`src/rtl/ram_block_mover_if.sv`:
```
// Control and RAM-port signal bundle for ram_block_mover; master is the mover side,
// slave is the sequencer/RAM side.
interface ram_block_mover_if #(
  parameter int CAddrLen = 11,
  parameter int CDataLen = 8
);
  logic                AStart;
  logic [1:0]          AMode;
  logic [CAddrLen-1:0] ASrc;
  logic [CAddrLen-1:0] ADst;
  logic [CAddrLen:0]   ALen;
  logic [CDataLen-1:0] AFill;
  logic                AAbort;
  logic                ABusy;
  logic                ADone;
  logic [CAddrLen:0]   ACount;
  logic [CAddrLen-1:0] AAddrRd;
  logic                ARdEn;
  logic [CDataLen-1:0] AMisoRd;
  logic [CAddrLen-1:0] AAddrWr;
  logic [CDataLen-1:0] AMosiWr;
  logic                AWrEn;

  modport master (
    input  AStart, AMode, ASrc, ADst, ALen, AFill, AAbort, AMisoRd,
    output ABusy, ADone, ACount, AAddrRd, ARdEn, AAddrWr, AMosiWr, AWrEn
  );

  modport slave (
    output AStart, AMode, ASrc, ADst, ALen, AFill, AAbort, AMisoRd,
    input  ABusy, ADone, ACount, AAddrRd, ARdEn, AAddrWr, AMosiWr, AWrEn
  );
endinterface

```
`src/rtl/ram_block_mover.sv`:
```
// RAM block copy (asc/desc) and constant fill, 1 word/cycle; copy of N words finishes in
// N+2 cycles, fill in N+1. No backpressure: the RAM accepts a read and a write every cycle.
module ram_block_mover #(
  parameter int CAddrLen = 11,
  parameter int CDataLen = 8
) (
  input logic              AClk,
  input logic              AResetN,
  ram_block_mover_if.master Bus
);
  typedef enum logic [1:0] {Idle, Run, Drain, Done} state_t;

  localparam logic [1:0]          CModeAsc  = 2'b00;
  localparam logic [1:0]          CModeDesc = 2'b01;
  localparam logic [1:0]          CModeFill = 2'b10;
  localparam logic [1:0]          CModeRsvd = 2'b11;
  localparam logic [CAddrLen:0]   CMaxLen   = {1'b1, {CAddrLen{1'b0}}};
  localparam logic [CAddrLen:0]   CCntOne   = {{CAddrLen{1'b0}}, 1'b1};
  localparam logic [CAddrLen-1:0] CPtrOne   = {{(CAddrLen-1){1'b0}}, 1'b1};

  state_t              state_q;
  logic [1:0]          mode_q;
  logic [CDataLen-1:0] fill_q;
  logic [CAddrLen-1:0] rd_ptr_q, wr_ptr_q;
  logic [CAddrLen:0]   left_q, count_q;
  logic                rd_en_q, wr_en_q, busy_q, done_q;

  logic [CAddrLen:0]   len_d;
  logic [CAddrLen-1:0] rd_ptr_d, wr_ptr_d;
  logic                last_d;

  always_comb begin
    len_d    = (Bus.ALen > CMaxLen) ? CMaxLen : Bus.ALen;
    rd_ptr_d = (mode_q == CModeDesc) ? rd_ptr_q - CPtrOne : rd_ptr_q + CPtrOne;
    wr_ptr_d = (mode_q == CModeDesc) ? wr_ptr_q - CPtrOne : wr_ptr_q + CPtrOne;
    last_d   = (left_q == CCntOne) || Bus.AAbort;
  end

  always_ff @(posedge AClk or negedge AResetN) begin
    if (!AResetN) begin
      state_q  <= Idle;
      mode_q   <= '0;
      fill_q   <= '0;
      rd_ptr_q <= '0;
      wr_ptr_q <= '0;
      left_q   <= '0;
      count_q  <= '0;
      rd_en_q  <= 1'b0;
      wr_en_q  <= 1'b0;
      busy_q   <= 1'b0;
      done_q   <= 1'b0;
    end else begin
      case (state_q)
        Idle: begin
          done_q <= 1'b0;
          if (Bus.AStart) begin
            mode_q   <= Bus.AMode;
            fill_q   <= Bus.AFill;
            rd_ptr_q <= Bus.ASrc;
            wr_ptr_q <= Bus.ADst;
            left_q   <= len_d;
            count_q  <= '0;
            if (len_d == '0 || Bus.AMode == CModeRsvd) begin
              done_q  <= 1'b1;
              state_q <= Done;
            end else begin
              busy_q  <= 1'b1;
              state_q <= Run;
              if (Bus.AMode == CModeFill) wr_en_q <= 1'b1;
              else                        rd_en_q <= 1'b1;
            end
          end
        end
        Run: begin
          left_q <= left_q - CCntOne;
          if (mode_q == CModeFill) begin
            count_q  <= count_q + CCntOne;
            wr_ptr_q <= wr_ptr_q + CPtrOne;
            if (last_d) begin
              wr_en_q <= 1'b0;
              busy_q  <= 1'b0;
              done_q  <= 1'b1;
              state_q <= Done;
            end
          end else begin
            // Each issued read becomes the pending write of the next cycle.
            wr_en_q <= rd_en_q;
            if (wr_en_q) begin
              count_q  <= count_q + CCntOne;
              wr_ptr_q <= wr_ptr_d;
            end
            if (last_d) begin
              rd_en_q <= 1'b0;
              state_q <= Drain;
            end else begin
              rd_ptr_q <= rd_ptr_d;
            end
          end
        end
        Drain: begin
          count_q  <= count_q + CCntOne;
          wr_ptr_q <= wr_ptr_d;
          wr_en_q  <= 1'b0;
          busy_q   <= 1'b0;
          done_q   <= 1'b1;
          state_q  <= Done;
        end
        Done: begin
          done_q  <= 1'b0;
          state_q <= Idle;
        end
        default: state_q <= Idle;
      endcase
    end
  end

  assign Bus.ABusy   = busy_q;
  assign Bus.ADone   = done_q;
  assign Bus.ACount  = count_q;
  assign Bus.AAddrRd = rd_ptr_q;
  assign Bus.ARdEn   = rd_en_q;
  assign Bus.AAddrWr = wr_ptr_q;
  assign Bus.AWrEn   = wr_en_q;
  // Copy data flows straight from the RAM read port into the write port.
  assign Bus.AMosiWr = !wr_en_q ? '0 : ((mode_q == CModeFill) ? fill_q : Bus.AMisoRd);
endmodule

```
`src/flat_wrapper.sv`:
```
// flat-port wrapper written by rule: the top's interface ports become plain ports
module ram_block_mover_flat 
#(
  parameter int CAddrLen = 11,
  parameter int CDataLen = 8
)
  (AClk, AResetN, Bus_AStart, Bus_AMode, Bus_ASrc, Bus_ADst, Bus_ALen, Bus_AFill, Bus_AAbort, Bus_AMisoRd, Bus_ABusy, Bus_ADone, Bus_ACount, Bus_AAddrRd, Bus_ARdEn, Bus_AAddrWr, Bus_AMosiWr, Bus_AWrEn);
  ram_block_mover_if #(.CAddrLen(CAddrLen), .CDataLen(CDataLen)) Bus_i ();
  input logic AClk;
  input logic AResetN;
  input wire logic [$bits(Bus_i.AStart)-1:0] Bus_AStart;
  input wire logic [$bits(Bus_i.AMode)-1:0] Bus_AMode;
  input wire logic [$bits(Bus_i.ASrc)-1:0] Bus_ASrc;
  input wire logic [$bits(Bus_i.ADst)-1:0] Bus_ADst;
  input wire logic [$bits(Bus_i.ALen)-1:0] Bus_ALen;
  input wire logic [$bits(Bus_i.AFill)-1:0] Bus_AFill;
  input wire logic [$bits(Bus_i.AAbort)-1:0] Bus_AAbort;
  input wire logic [$bits(Bus_i.AMisoRd)-1:0] Bus_AMisoRd;
  output wire logic [$bits(Bus_i.ABusy)-1:0] Bus_ABusy;
  output wire logic [$bits(Bus_i.ADone)-1:0] Bus_ADone;
  output wire logic [$bits(Bus_i.ACount)-1:0] Bus_ACount;
  output wire logic [$bits(Bus_i.AAddrRd)-1:0] Bus_AAddrRd;
  output wire logic [$bits(Bus_i.ARdEn)-1:0] Bus_ARdEn;
  output wire logic [$bits(Bus_i.AAddrWr)-1:0] Bus_AAddrWr;
  output wire logic [$bits(Bus_i.AMosiWr)-1:0] Bus_AMosiWr;
  output wire logic [$bits(Bus_i.AWrEn)-1:0] Bus_AWrEn;
  assign Bus_i.AStart = Bus_AStart;
  assign Bus_i.AMode = Bus_AMode;
  assign Bus_i.ASrc = Bus_ASrc;
  assign Bus_i.ADst = Bus_ADst;
  assign Bus_i.ALen = Bus_ALen;
  assign Bus_i.AFill = Bus_AFill;
  assign Bus_i.AAbort = Bus_AAbort;
  assign Bus_i.AMisoRd = Bus_AMisoRd;
  assign Bus_ABusy = Bus_i.ABusy;
  assign Bus_ADone = Bus_i.ADone;
  assign Bus_ACount = Bus_i.ACount;
  assign Bus_AAddrRd = Bus_i.AAddrRd;
  assign Bus_ARdEn = Bus_i.ARdEn;
  assign Bus_AAddrWr = Bus_i.AAddrWr;
  assign Bus_AMosiWr = Bus_i.AMosiWr;
  assign Bus_AWrEn = Bus_i.AWrEn;
  ram_block_mover #(.CAddrLen(CAddrLen), .CDataLen(CDataLen)) u_core (.AClk(AClk), .AResetN(AResetN), .Bus(Bus_i));
endmodule
```
`config.mk`:
```
export PLATFORM = sky130hd
export DESIGN_NAME = ram_block_mover_flat
export DESIGN_NICKNAME = d
export VERILOG_FILES = /design/src/rtl/ram_block_mover_if.sv /design/src/rtl/ram_block_mover.sv /design/src/flat_wrapper.sv
export SDC_FILE = /design/constraint.sdc
export NUM_CORES = 1
export LEC_CHECK = 0
export BUFFER_PORTS_ARGS = -buffer_cell sky130_fd_sc_hd__buf_2
export CAP_MARGIN = 20
export CORE_UTILIZATION = 55
export DETAILED_ROUTE_END_ITERATION = 8
export GPL_TIMING_DRIVEN = 0
export PLACE_DENSITY_LB_ADDON = 0.08
export SETUP_SLACK_MARGIN = 0.05
export SLEW_MARGIN = 20
export SYNTH_ARGS = -nofsm -noshare
export SYNTH_HDL_FRONTEND = slang
export SYNTH_SLANG_ARGS = --single-unit
```
`constraint.sdc`:
```
create_clock -name AClk -period 2.9 [get_ports AClk]
set_clock_uncertainty 0.2 [all_clocks]
set_input_delay 0.87 -clock AClk [delete_from_list [all_inputs] [get_ports AClk]]
set_output_delay 0.87 -clock AClk [all_outputs]
set_load 0.01 [all_outputs]
```
# ---- Word level (Yosys, flattened, before mapping)
# Cells that the tools add are included.
dict set report classes {
  eq_ne 18
  n_lt_le_gt_ge 1
  reduce_logical 15
  n_addsub 6
  muxes 45
}
# cell count
set ops {}
lappend ops {{11-bit two-way mux} 8}
lappend ops {{12-bit two-way mux} 5}
lappend ops {{12-bit one-hot mux with 3 select lines} 1}
lappend ops {{11-bit one-hot mux with 3 select lines} 1}
lappend ops {{12-bit one-hot mux with 2 select lines} 1}
lappend ops {{11-bit by 1-bit adder with 11-bit output (second input constant)} 2}
lappend ops {{11-bit one-hot mux with 2 select lines} 1}
lappend ops {{11-bit by 1-bit subtractor with 11-bit output (second input constant)} 2}
lappend ops {{1-bit two-way mux} 16}
lappend ops {{8-bit two-way mux} 2}
lappend ops {{12-bit by 1-bit adder with 12-bit output (second input constant)} 1}
lappend ops {{12-bit by 1-bit equality test with 1-bit output (second input constant)} 1}
lappend ops {{12-bit > comparator (second input constant)} 1}
lappend ops {{12-bit logical NOT} 1}
lappend ops {{12-bit by 1-bit subtractor with 12-bit output (second input constant)} 1}
lappend ops {{2-bit equality test (second input constant)} 5}
lappend ops {{2-bit two-way mux} 5}
lappend ops {{2-bit != test (second input constant)} 5}
lappend ops {{5-bit AND reduction} 2}
lappend ops {{2-bit one-hot mux with 4 select lines} 1}
lappend ops {{2-bit AND reduction} 4}
lappend ops {{2-bit by 1-bit != test with 1-bit output (second input constant)} 3}
lappend ops {{1-bit one-hot mux with 3 select lines} 2}
lappend ops {{6-bit AND reduction} 1}
lappend ops {{other kinds (11)} 13}
dict set report word_totals {
  output_inout_bits 46
  in_bits 56
  wordCells 96
  regBits 62
}

# ---- Logic depth before layout (Yosys ltp)
dict set report depth {
  depth_word 7
  ltp_mapped 10
  mapped_depth_nobuf 9
}

# ---- Worst setup path after synthesis
# OpenSTA, ideal clock, no wires.
dict set report synth_timing {
  path_kind {register -> register}
  startpoint {reg u_core.mode_q[1]}
  endpoint {reg u_core.rd_ptr_q[10], in the netlist u_core.Bus.AAddrRd[10]}
  required_time_ns 2.580
  path_slack_ns 0.274
  path_buffers 1
  stages_incl_launch_ff 11
  arrival_time_ns 2.306
  cell_sequence {dfrtp_1 nand2b_1 buf_2 inv_1 ha_1 nor2b_1 o2111ai_1 nand4_1 a2111oi_0 a41o_1 nor3_1}
}
dict set report synth_between {
  elab_chain_len 5
}
# element line
set synth_rtl {}
lappend synth_rtl {{start: declaration} ram_block_mover.sv:22} ;# logic [1:0] mode_q;
lappend synth_rtl {{start signal: assignment} ram_block_mover.sv:57} ;# mode_q <= Bus.AMode;
lappend synth_rtl {{2-bit by 1-bit equality test with 1-bit output} ram_block_mover.sv:34} ;# rd_ptr_d = (mode_q == CModeDesc) ? rd_ptr_q - CPtrOne : rd_ptr_q + CPtrOne;
lappend synth_rtl {{11-bit two-way mux} ram_block_mover.sv:34}
lappend synth_rtl {{11-bit two-way mux} ram_block_mover.sv:92} ;# if (last_d) begin
lappend synth_rtl {{11-bit two-way mux} ram_block_mover.sv:76} ;# if (mode_q == CModeFill) begin
lappend synth_rtl {{11-bit one-hot mux with 2 select lines} ram_block_mover.sv:53} ;# case (state_q)
lappend synth_rtl {{end signal: assignment} ram_block_mover.sv:59} ;# rd_ptr_q <= Bus.ASrc;
lappend synth_rtl {{end signal: assignment} ram_block_mover.sv:96} ;# rd_ptr_q <= rd_ptr_d;
lappend synth_rtl {{end: declaration} ram_block_mover.sv:24} ;# logic [CAddrLen-1:0] rd_ptr_q, wr_ptr_q;
# Several ways; a longest one is shown, not always the timed one. The select of a mux whose other input is x is not followed.
# A chain may end at the register's enable or synchronous reset.

# ---- Worst setup path after layout
dict set report layout_timing {
  startpoint {reg u_core.mode_q[1]}
  endpoint {out Bus_AMosiWr[5]}
}
dict set report layout_between {
  elab_chain_len 3
}
# element line
set layout_rtl {}
lappend layout_rtl {{2-bit equality test} ram_block_mover.sv:125} ;# assign Bus.AMosiWr = !wr_en_q ? '0 : ((mode_q == CModeFill) ? fill_q : Bus.AMisoRd);
lappend layout_rtl {{8-bit two-way mux (2 in a row)} ram_block_mover.sv:125}
lappend layout_rtl {{end: declaration} flat_wrapper.sv:25} ;# output wire logic [$bits(Bus_i.AMosiWr)-1:0] Bus_AMosiWr;
# No other way between the ends.

==> flow_summary.json <==
{
  "status": "complete, no violations",
  "synth_enable_flop_cells": 0,
  "synth.net_count": 593,
  "synth.top_cell.area_share_pct": 35.8,
  "max-clock-path-buffers": 2,
  "gp_congestion": 0.893,
  "synth.cells.most_frequent": "sky130_fd_sc_hd__nand2_1, sky130_fd_sc_hd__dfrtp_1, sky130_fd_sc_hd__a21oi_1",
  "grt_remaining_overflow": 0,
  "areaGrowthSynthToFinish_pct": 24.3,
  "clock.fmax_ghz": 0.367,
  "drt_first_iter_violations": 320,
  "grt_setup_unrepaired": "no",
  "vias_per_cell": 6.04,
  "post_synth_main_area_contributors": "sky130_fd_sc_hd__dfrtp_1, sky130_fd_sc_hd__nand2_1, sky130_fd_sc_hd__ha_1, sky130_fd_sc_hd__a21oi_1, sky130_fd_sc_hd__o21ai_0",
  "overall_power_w": 0.00674,
  "xor_xnor_share_of_the_synthesized_area_pct": 1.61,
  "synth.lib_cells_used.distinct": 68,
  "dr.pass1.iters": 5,
  "fin_tns_setup_ps": 0,
  "total_leakage_power_nw": 2.53,
  "dr_total_vias": 4505,
  "synth_most_common_cell": "sky130_fd_sc_hd__nand2_1",
  "start_util_pct": 56.4,
  "pin_count_of_the_biggest_net_entering_global_routing": 33,
  "clock_power_share_pct": 15.9,
  "route.detailed.wl_per_inst_um": 16.0,
  "finalCriticalPeriod_ps": 2730,
  "place_inst": 720,
  "yosys-mux-area-fraction_pct": 5.13,
  "largest_family_of_logic_cells_by_synthesized_area": "compound AO/OA/AOI/OAI gates",
  "post-dp-hpwl_um": 8460,
  "finalWorstSetupSlack_ps": 172,
  "slew_viol_final": 0,
  "remaining_max_slew_budget_at_the_tightest_pin_pct": 49.3,
  "timing.final.setup_violations": 0,
  "hold_worst_slack_ps": 270,
  "share_comb_of_total_power_pct": 60.5,
  "cts_hold_buf": 0,
  "report.final.hold_viol_count": 0,
  "cts.sinks": 62,
  "pwr_density_cell_nw_per_um2": 1250,
  "timing_worst_slew_pin_value_ps": 752,
  "die-area_um2": 8250,
  "yosys_warnings": 0,
  "cts_made_buffers": 9,
  "post_synth_inst_count": 517,
  "synth_compound_gate_area_share_pct": 24.9,
  "std_cell_rows": 32,
  "timing.critical_path.fanout_max": 10,
  "htreeDepth": 3,
  "pin_count": 102,
  "seq_power_share_pct": 23.6,
  "critical_path_required_ps": 1830,
  "ys_seq_area_share_pct": 35.8,
  "clock_root_buffer": "sky130_fd_sc_hd__clkbuf_8",
  "max_cap_viol_count": 0,
  "top_cell_type_by_total_area_after_synthesis": "sky130_fd_sc_hd__dfrtp_1",
  "worst_ir_drop_vdd_mv": 0.608,
  "core-area_um2": 7690,
  "groute.usage.overall_pct": 29.2,
  "netSwitchingPower_w": 0.00317,
  "detail-route-antenna-nets": 0,
  "ant_diodes": 0,
  "synth_area_um2": 4340,
  "count_of_port_buffers_added_during_placement": 100,
  "synth_fa_ha_area_share_pct": 5.94,
  "detailedPlace.worstSlack_ps": -174,
  "clock_latency_ps": 340,
  "fin_nets": 715,
  "cellInternalPower_w": 0.00357,
  "detail_route.drc_violations": 0,
  "drt-total-wl_um": 12000,
  "power_switching_share_pct": 47.0,
  "synth_simple_gate_area_share_pct": 22.1,
  "worst_setup_path_end_kind": "output pin",
  "share_of_cells_above_drive_strength_1_pct": 25.8,
  "synthesis.area_per_instance_um2": 8.39,
  "final_cells": 746,
  "synth_seq_cells": 62,
  "die_y_um": 90.8,
  "grt_first_pass_wirelength_um": 19500,
  "layout_worst_path_cycle_share_pct": 94.1,
  "synth_ff_type": "sky130_fd_sc_hd__dfrtp_1",
  "worst-endpoint-arrival_ps": 1660,
  "cts_tree": "yes",
  "category_of_the_most_critical_setup_path": "reg2out",
  "crit_path_start_kind": "register",
  "cts.reportedPaths.clkPinSlew_ps": 70,
  "vias_in_the_first_global_route": 4100,
  "hold_path_class": "in2async",
  "async_reset_ff_share_pct": 100,
  "die_width_um": 90.8,
  "antenna_found_initial": 0
}
==> power groups by stage <==
stage / sequential [W] / combinational (W) / clock (W)
after floorplan: 0.00161 / 0.00271 / 0
after global placement: 0.00157 / 0.00369 / 0
after detailed placement: 0.00159 / 0.00382 / 0
after CTS: 0.00158 / 0.00390 / 0.00108
after global routing: 0.00164 / 0.00453 / 0.00111
final: 0.00159 / 0.00408 / 0.00107
==> cell families (layout without fill, tap and decap cells) <==
kind of cell	after synthesis	count (layout)
and+or+nand+nor	193	193
AOI/OAI and AO/OA	165	165
DFF	62	62
buffers and inverters	48	175
muxes	21	21
adders and majority gates	20	20
xor gates and xnor gates	8	8
==> timing repair <==
| action | in CTS | in global routing |
|---|---|---|
| gates resized for setup | 4 | 15 |
| endpoints found under the setup margin | 12 | 24 |
| cloned | 0 | 0 |
| pin swaps | 0 | 1 |
| setup buffers | 4 | 6 |
==> registers in the layout, indices dropped and copies added, names as in the netlist, 2 cells and up <==
name,cells
u_core.fill_q,8
u_core.left_q,12
u_core.state_q,2
u_core.mode_q,2
u_core.Bus.AAddrRd,11
u_core.Bus.ACount,12
u_core.Bus.AAddrWr,11
==> routing by layer <==
layer / part of all wire, % / up-vias / track usage (%)
li1: - / 2163 / -
met1: 46 / 2143 / 40.9
met2: 47 / 184 / 46.5
met3: 6.1 / 15 / 5.98
met4: 1.1 / 0 / 7.01
met5: 0 / - / 0
==> final timing paths <==
| path | start | endpoint | slack [ps] | cells after the start |
|---|---|---|---|---|
| setup / recovery | u_core.mode_q[1] | Bus_AMosiWr[5] | 170 | 6 |
| hold / removal | AResetN | u_core.left_q[5] | 270 | 1 |
| setup reg to reg | u_core.mode_q[0] | u_core.Bus.AAddrRd[10] | 170 | 10 |
| hold reg to reg | u_core.Bus.ADone | u_core.Bus.ADone | 300 | 1 |
| max in group asynchronous | AResetN | u_core.mode_q[0] | 1680 | 2 |
| min in group AClk | u_core.Bus.ADone | u_core.Bus.ADone | 300 | 1 |
==> worst max-delay path, stage by stage, from the launching register on <==
cell and delay, ps:
sky130_fd_sc_hd__dfrtp_1 400, sky130_fd_sc_hd__buf_4 150, sky130_fd_sc_hd__nand2b_1 130, sky130_fd_sc_hd__buf_2 250, sky130_fd_sc_hd__nand2_1 70, sky130_fd_sc_hd__a21boi_0 170
sky130_fd_sc_hd__buf_2 160
==> stage by stage <==
| stage | instance area, um^2 | utilization [%] |
|---|---|---|
| after floorplan | 4340 | - |
| after global placement | 4970 | 64.6 |
| after detailed placement | 4990 | 64.9 |
| after CTS | 5310 | 69.1 |
| after global routing | 5390 | 70.1 |
| final | 5390 | 70.1 |
==> final cells by class <==
class	instances	area (um^2)
inverter	21	82.6
clock inverter	5	129
sequential	62	1550
timing repair buffer	111	598
multi-input combinational	407	2630
fill	654	2290
buffer	27	126
tap	102	128
clock buffer	11	151
==> cells in the final DEF, fill, tap and decap left out, drive strengths merged, types with 10 or more instances in the layout <==
cell | Yosys | routed
buf | 10 | 122
a31oi | 14 | 14
inv | 20 | 19
ha | 19 | 19
mux2i | 11 | 11
nand2 | 64 | 64
a21oi | 43 | 43
clkbuf | 17 | 27
nor2b | 10 | 10
nand3 | 14 | 14
o21ai | 38 | 38
nor2 | 33 | 33
mux2 | 10 | 10
dfrtp | 62 | 62
nor3 | 26 | 26
(Power assumes the default switching activity.)
